<file path="src/rtl/stage_sequence_ctrl.sv">
// Stage sequencer for the multicycle RISC: decodes stage count, drives one-hot stage enables,
// LastStage/PC_Write back to the TimingGenerator, and counts retired instructions. Optional checker: STAGE_CHECK_EN.
module stage_sequence_ctrl #(
  parameter int              OP_W  = 6,
  parameter logic [OP_W-1:0] OP_LW = 6'h23,
  parameter logic [OP_W-1:0] OP_SW = 6'h2B,
  parameter logic [OP_W-1:0] OP_J  = 6'h02,
  parameter int              RET_W = 16
) (
  input  logic             clk,
  input  logic             Rst,
  input  logic [2:0]       Cnt,
  input  logic [OP_W-1:0]  Opcode,
  output logic             LastStage,
  output logic [4:0]       StageEn,
  output logic             IR_Load,
  output logic             PC_Write,
  output logic [RET_W-1:0] RetireCnt,
  output logic             StageErr
);

  typedef enum logic [1:0] {CLS_J, CLS_R, CLS_SW, CLS_LW} cls_t;

  function automatic cls_t decode_class(input logic [OP_W-1:0] op);
    if (op == OP_LW)      return CLS_LW;
    else if (op == OP_SW) return CLS_SW;
    else if (op == OP_J)  return CLS_J;
    else                  return CLS_R;
  endfunction

  cls_t             r_class;
  cls_t             w_class;
  logic [2:0]       w_last_idx;
  logic [4:0]       w_stage_en;
  logic             w_last;
  logic             w_ir_load;
  logic [RET_W-1:0] r_retire;

  // During IF the class comes straight from the opcode; afterwards from the latched copy.
  always_comb begin
    w_class = (Cnt == 3'd0) ? decode_class(Opcode) : r_class;
    case (w_class)
      CLS_J:   w_last_idx = 3'd1;
      CLS_SW:  w_last_idx = 3'd3;
      CLS_LW:  w_last_idx = 3'd4;
      default: w_last_idx = 3'd2;
    endcase
  end

  always_comb begin
    w_stage_en = 5'b00000;
    w_last     = 1'b0;
    w_ir_load  = 1'b0;
    if (Rst) begin
      if (Cnt == 3'd0) begin
        w_stage_en = 5'b00001;
        w_ir_load  = 1'b1;
      end else if (Cnt <= w_last_idx) begin
        case (Cnt)
          3'd1:    w_stage_en = (w_class == CLS_J) ? 5'b00100 : 5'b00010;
          3'd2:    w_stage_en = 5'b00100;
          3'd3:    w_stage_en = 5'b01000;
          3'd4:    w_stage_en = 5'b10000;
          default: w_stage_en = 5'b00000;
        endcase
        w_last = (Cnt == w_last_idx);
      end
    end
  end

  assign StageEn   = w_stage_en;
  assign LastStage = w_last;
  assign PC_Write  = w_last;
  assign IR_Load   = w_ir_load;
  assign RetireCnt = r_retire;

  always_ff @(posedge clk) begin
    if (!Rst) begin
      r_class  <= CLS_R;
      r_retire <= '0;
    end else begin
      if (Cnt == 3'd0) r_class <= decode_class(Opcode);
      if (w_last)      r_retire <= r_retire + 1'b1;
    end
  end

`ifdef STAGE_CHECK_EN
  logic [2:0] r_prev_cnt;
  logic       r_prev_last;
  logic       r_started;
  logic       r_err;
  logic [3:0] w_exp_cnt;
  logic       w_chk_err;

  // Cnt must restart at 0 after reset or after a final stage, else advance by exactly one.
  always_comb begin
    w_exp_cnt = (!r_started || r_prev_last) ? 4'd0 : ({1'b0, r_prev_cnt} + 4'd1);
    w_chk_err = ({1'b0, Cnt} != w_exp_cnt) || (Cnt >= 3'd5);
  end

  always_ff @(posedge clk) begin
    if (!Rst) begin
      r_prev_cnt  <= 3'd0;
      r_prev_last <= 1'b0;
      r_started   <= 1'b0;
      r_err       <= 1'b0;
    end else begin
      r_prev_cnt  <= Cnt;
      r_prev_last <= w_last;
      r_started   <= 1'b1;
      if (w_chk_err) r_err <= 1'b1;
    end
  end

  assign StageErr = r_err;
`else
  assign StageErr = 1'b0;
`endif

endmodule
</file>
<file path="config.mk">
export PLATFORM = sky130hd
export DESIGN_NAME = stage_sequence_ctrl
export DESIGN_NICKNAME = d
export VERILOG_FILES = /design/src/rtl/stage_sequence_ctrl.sv
export SDC_FILE = /design/constraint.sdc
export NUM_CORES = 1
export LEC_CHECK = 0
export CAP_MARGIN = 5
export CORE_AREA = 2 2 52 54
export CTS_BUF_LIST = sky130_fd_sc_hd__clkbuf_16
export CTS_CLUSTER_SIZE = 25
export DETAILED_ROUTE_END_ITERATION = 10
export DIE_AREA = 0 0 54 56
export GPL_TIMING_DRIVEN = 0
export PLACE_DENSITY = 0.73
export SLEW_MARGIN = 20
export SYNTH_ARGS = -nofsm -noshare
export SYNTH_HDL_FRONTEND = slang
export SYNTH_SLANG_ARGS = --single-unit
export TNS_END_PERCENT = 50
</file>
<file path="constraint.sdc">
create_clock -name clk -period 4.6 [get_ports clk]
set_input_delay 0.69 -clock clk [delete_from_list [all_inputs] [get_ports clk]]
set_output_delay 0.69 -clock clk [all_outputs]
set_load 0.02 [all_outputs]
</file>
==> results.cfg <==
[routing]
drt-initial-drc-count = 15
num_vias = 1054
firstDrtPassIters = 4
drc_errors = 0
via_per_inst = 5.38
final_antenna_net_count = 0
drt-total-wl_um = 2350
post_drt_wl_per_cell_um = 12.0

[setup_path]
critPathArrivalTime_ns = 3.67
critPathTopFamily = buffers and inverters
required_ns = 3.91
path_class = input port to output pin
end_kind = output pin
cp_max_fo = 8
crit_chain = clkdlybuf4s50_1 -> nor3_4 -> nand3_1 -> o21ai_1 -> inv_1 -> ha_1 -> inv_1 -> ha_1 -> nand4_4 -> nor2_2 -> buf_4 -> clkdlybuf4s50_1
crit_path_start_kind = input port
crit_buf_inv = 5
slowest_delay_ns = 0.59
slowest_stage = clkdlybuf4s50_1

[timing]
maxSlewViolCount = 0
final_hold_viol_count = 0
fin_ws_ns = 0.239
period_share_pct = 94.8
rsz0062_at_grt = no
timing.fmax_ghz = 0.229
skew_ns = 0.00449
setup_viol = 0
period_needed_ns = 4.36

[hold_path]
holdCritPathClass = flip-flop to flip-flop

[floorplan]
die_w_um = 54
start_util_pct = 42.5
std_cell_rows = 18
die_h_um = 56
core_area_um2 = 2430
dieArea_um2 = 3020
ioPinCount = 36

[power_and_ir_drop]
power.total_uw = 371
ir_drop_v = 0.000241
p_leak_nw = 0.552
p_per_area_nw_per_um2 = 246

[clocking]
path_clk_slew_ns = 0.06
hold_buffers = 0
cts.sinks = 18
cts_root_buf = clkbuf_16
clk-insertion-delay-late_ns = 0.25
cts_htree_levels = 1
cts.path.max_buffers = 2
cts_tree = done
numCtsBuffers = 3

[place]
globalplace.congestion = 0.763
pre_cts_ws_ns = -0.517
io_buffers = 34
place_area_um2 = 1410
dp_hpwl_um = 1850

[yosys]
synth_seq_area_share_pct = 34.8
synthCells = 127
synth_top_area_share_pct = 34.8
yosys-top-cells-count = dfxtp_1, nor2_1, nand2_1
syn_area_per_cell_um2 = 8.15
synth.area.top_cells = dfxtp_1, ha_1, xnor2_1
synth.most_common_cell = dfxtp_1
synthesis.nets = 144
syn_area_um2 = 1030
ys.flop_type = dfxtp_1
synth_edf_count = 0
async_flop_share_pct = 0
ys_ff_latch = 18
yosysWarningCount = 0
synth_top_area_cell = dfxtp_1
synth_cell_types = 32

[global_routing]
grt_usage_pct = 17.9
grt_max_degree = 11
grt-ovfl-total = 0
grt_pass1_vias = 970
grt_pass1_wl_um = 4220
antenna_found_initial = 0

[cells_and_area]
area_growth_pct = 45.9
n_fill_cell = 235
layout.nets = 184
multi_input_area_um2 = 617
final_area_um2 = 1510
drive_gt1_share_pct = 7.83
n_antenna_cell = 0
regArea_um2 = 360
fin_util_pct = 62.1

[outcome]
status = complete, no violations

[run]
max-cap-violations = 0
==> layout make-up <==
cell class,count,share of cell area [%]
Buffer,6,2.40
Clock buffer,3,4.97
Clock inverter,1,0.249
Inverter,8,1.99
Multi-Input combinational cell,95,40.8
Sequential cell,18,23.9
Tap cell,30,2.49
Timing Repair Buffer,35,23.2
==> state kept, by name, summed over array words and instances (netlist names) <==
name       flops
RetireCnt     16
r_class        2
==> cell usage in the layout (no fill, tap or decap), types with 2 or more instances in the layout <==
cell type         n
buf_4             4
nor4_1            3
ha_1              6
buf_2             2
nand2_1          10
xnor2_1           6
or3_1             6
nor3b_1           2
clkinv_1          2
clkbuf_16         3
or4_1             5
nand4_1           3
nor3_1            4
nand3_1           6
dlymetal6s2s_1    2
o31ai_1           5
dlygate4sd2_1     2
nor2_1           11
a21oi_1           8
dfxtp_1          18
inv_1             7
nor4b_1           2
clkdlybuf4s50_1  30
o21ai_0           5
==> repair_timing <==
item | 4_1_cts | 5_1_grt
pin swaps | 1 | 0
buffers inserted | 1 | 0
endpoints found under the setup margin | 6 | 5
gates resized for setup | 3 | 4
hold endpoints to repair | 0 | 0
==> stage by stage <==
stage                     cells  setup TNS (ns)  hold WS (ns)
after floorplan             127               0         0.507
after global placement      191           -1.73         0.462
after detailed placement    191           -2.26         0.487
after CTS                   196               0         0.496
after global routing        196               0         0.510
final                       196               0         0.487
==> worst paths after layout <==
check / startpoint / to / slack (ns) / cells after the start
min: RetireCnt[15] / RetireCnt[15] / 0.49 / 2
min reg2reg: RetireCnt[15] / RetireCnt[15] / 0.49 / 2
max reg2reg: r_class[1] / RetireCnt[14] / 2.01 / 11
max: Cnt[1] / PC_Write / 0.24 / 12
==> power by group <==
part           switching [mW]  internal, mW  total (mW)
sequential           0.000671         0.156       0.157
combinational          0.0197        0.0175      0.0373
clock                  0.0609         0.116       0.177
==> logic make-up after synthesis <==
kind of cell	Yosys count	synth area share (%)
AO/OA/AOI/OAI	22	12.6
buffers and inverters	14	6.41
adder cells (fa/ha/maj)	6	7.25
flip-flops	18	34.8
AND/OR/NAND/NOR	59	32.7
XOR/XNOR	7	5.93
other	1	0.362
==> worst min-delay path: cells and delay by family (launching register included) <==
family | cells | cell delay, ns
flops | 1 | 0.32
compound gates | 2 | 0.13
==> routing by layer <==
metal  global-route usage, %  part of all wire, %
met1                    23.7                   46
met2                    29.4                   48
met3                    3.76                  5.0
met4                    3.57                 0.89
met5                       0                    0
No activity file was read; power rests on OpenSTA's default activity.
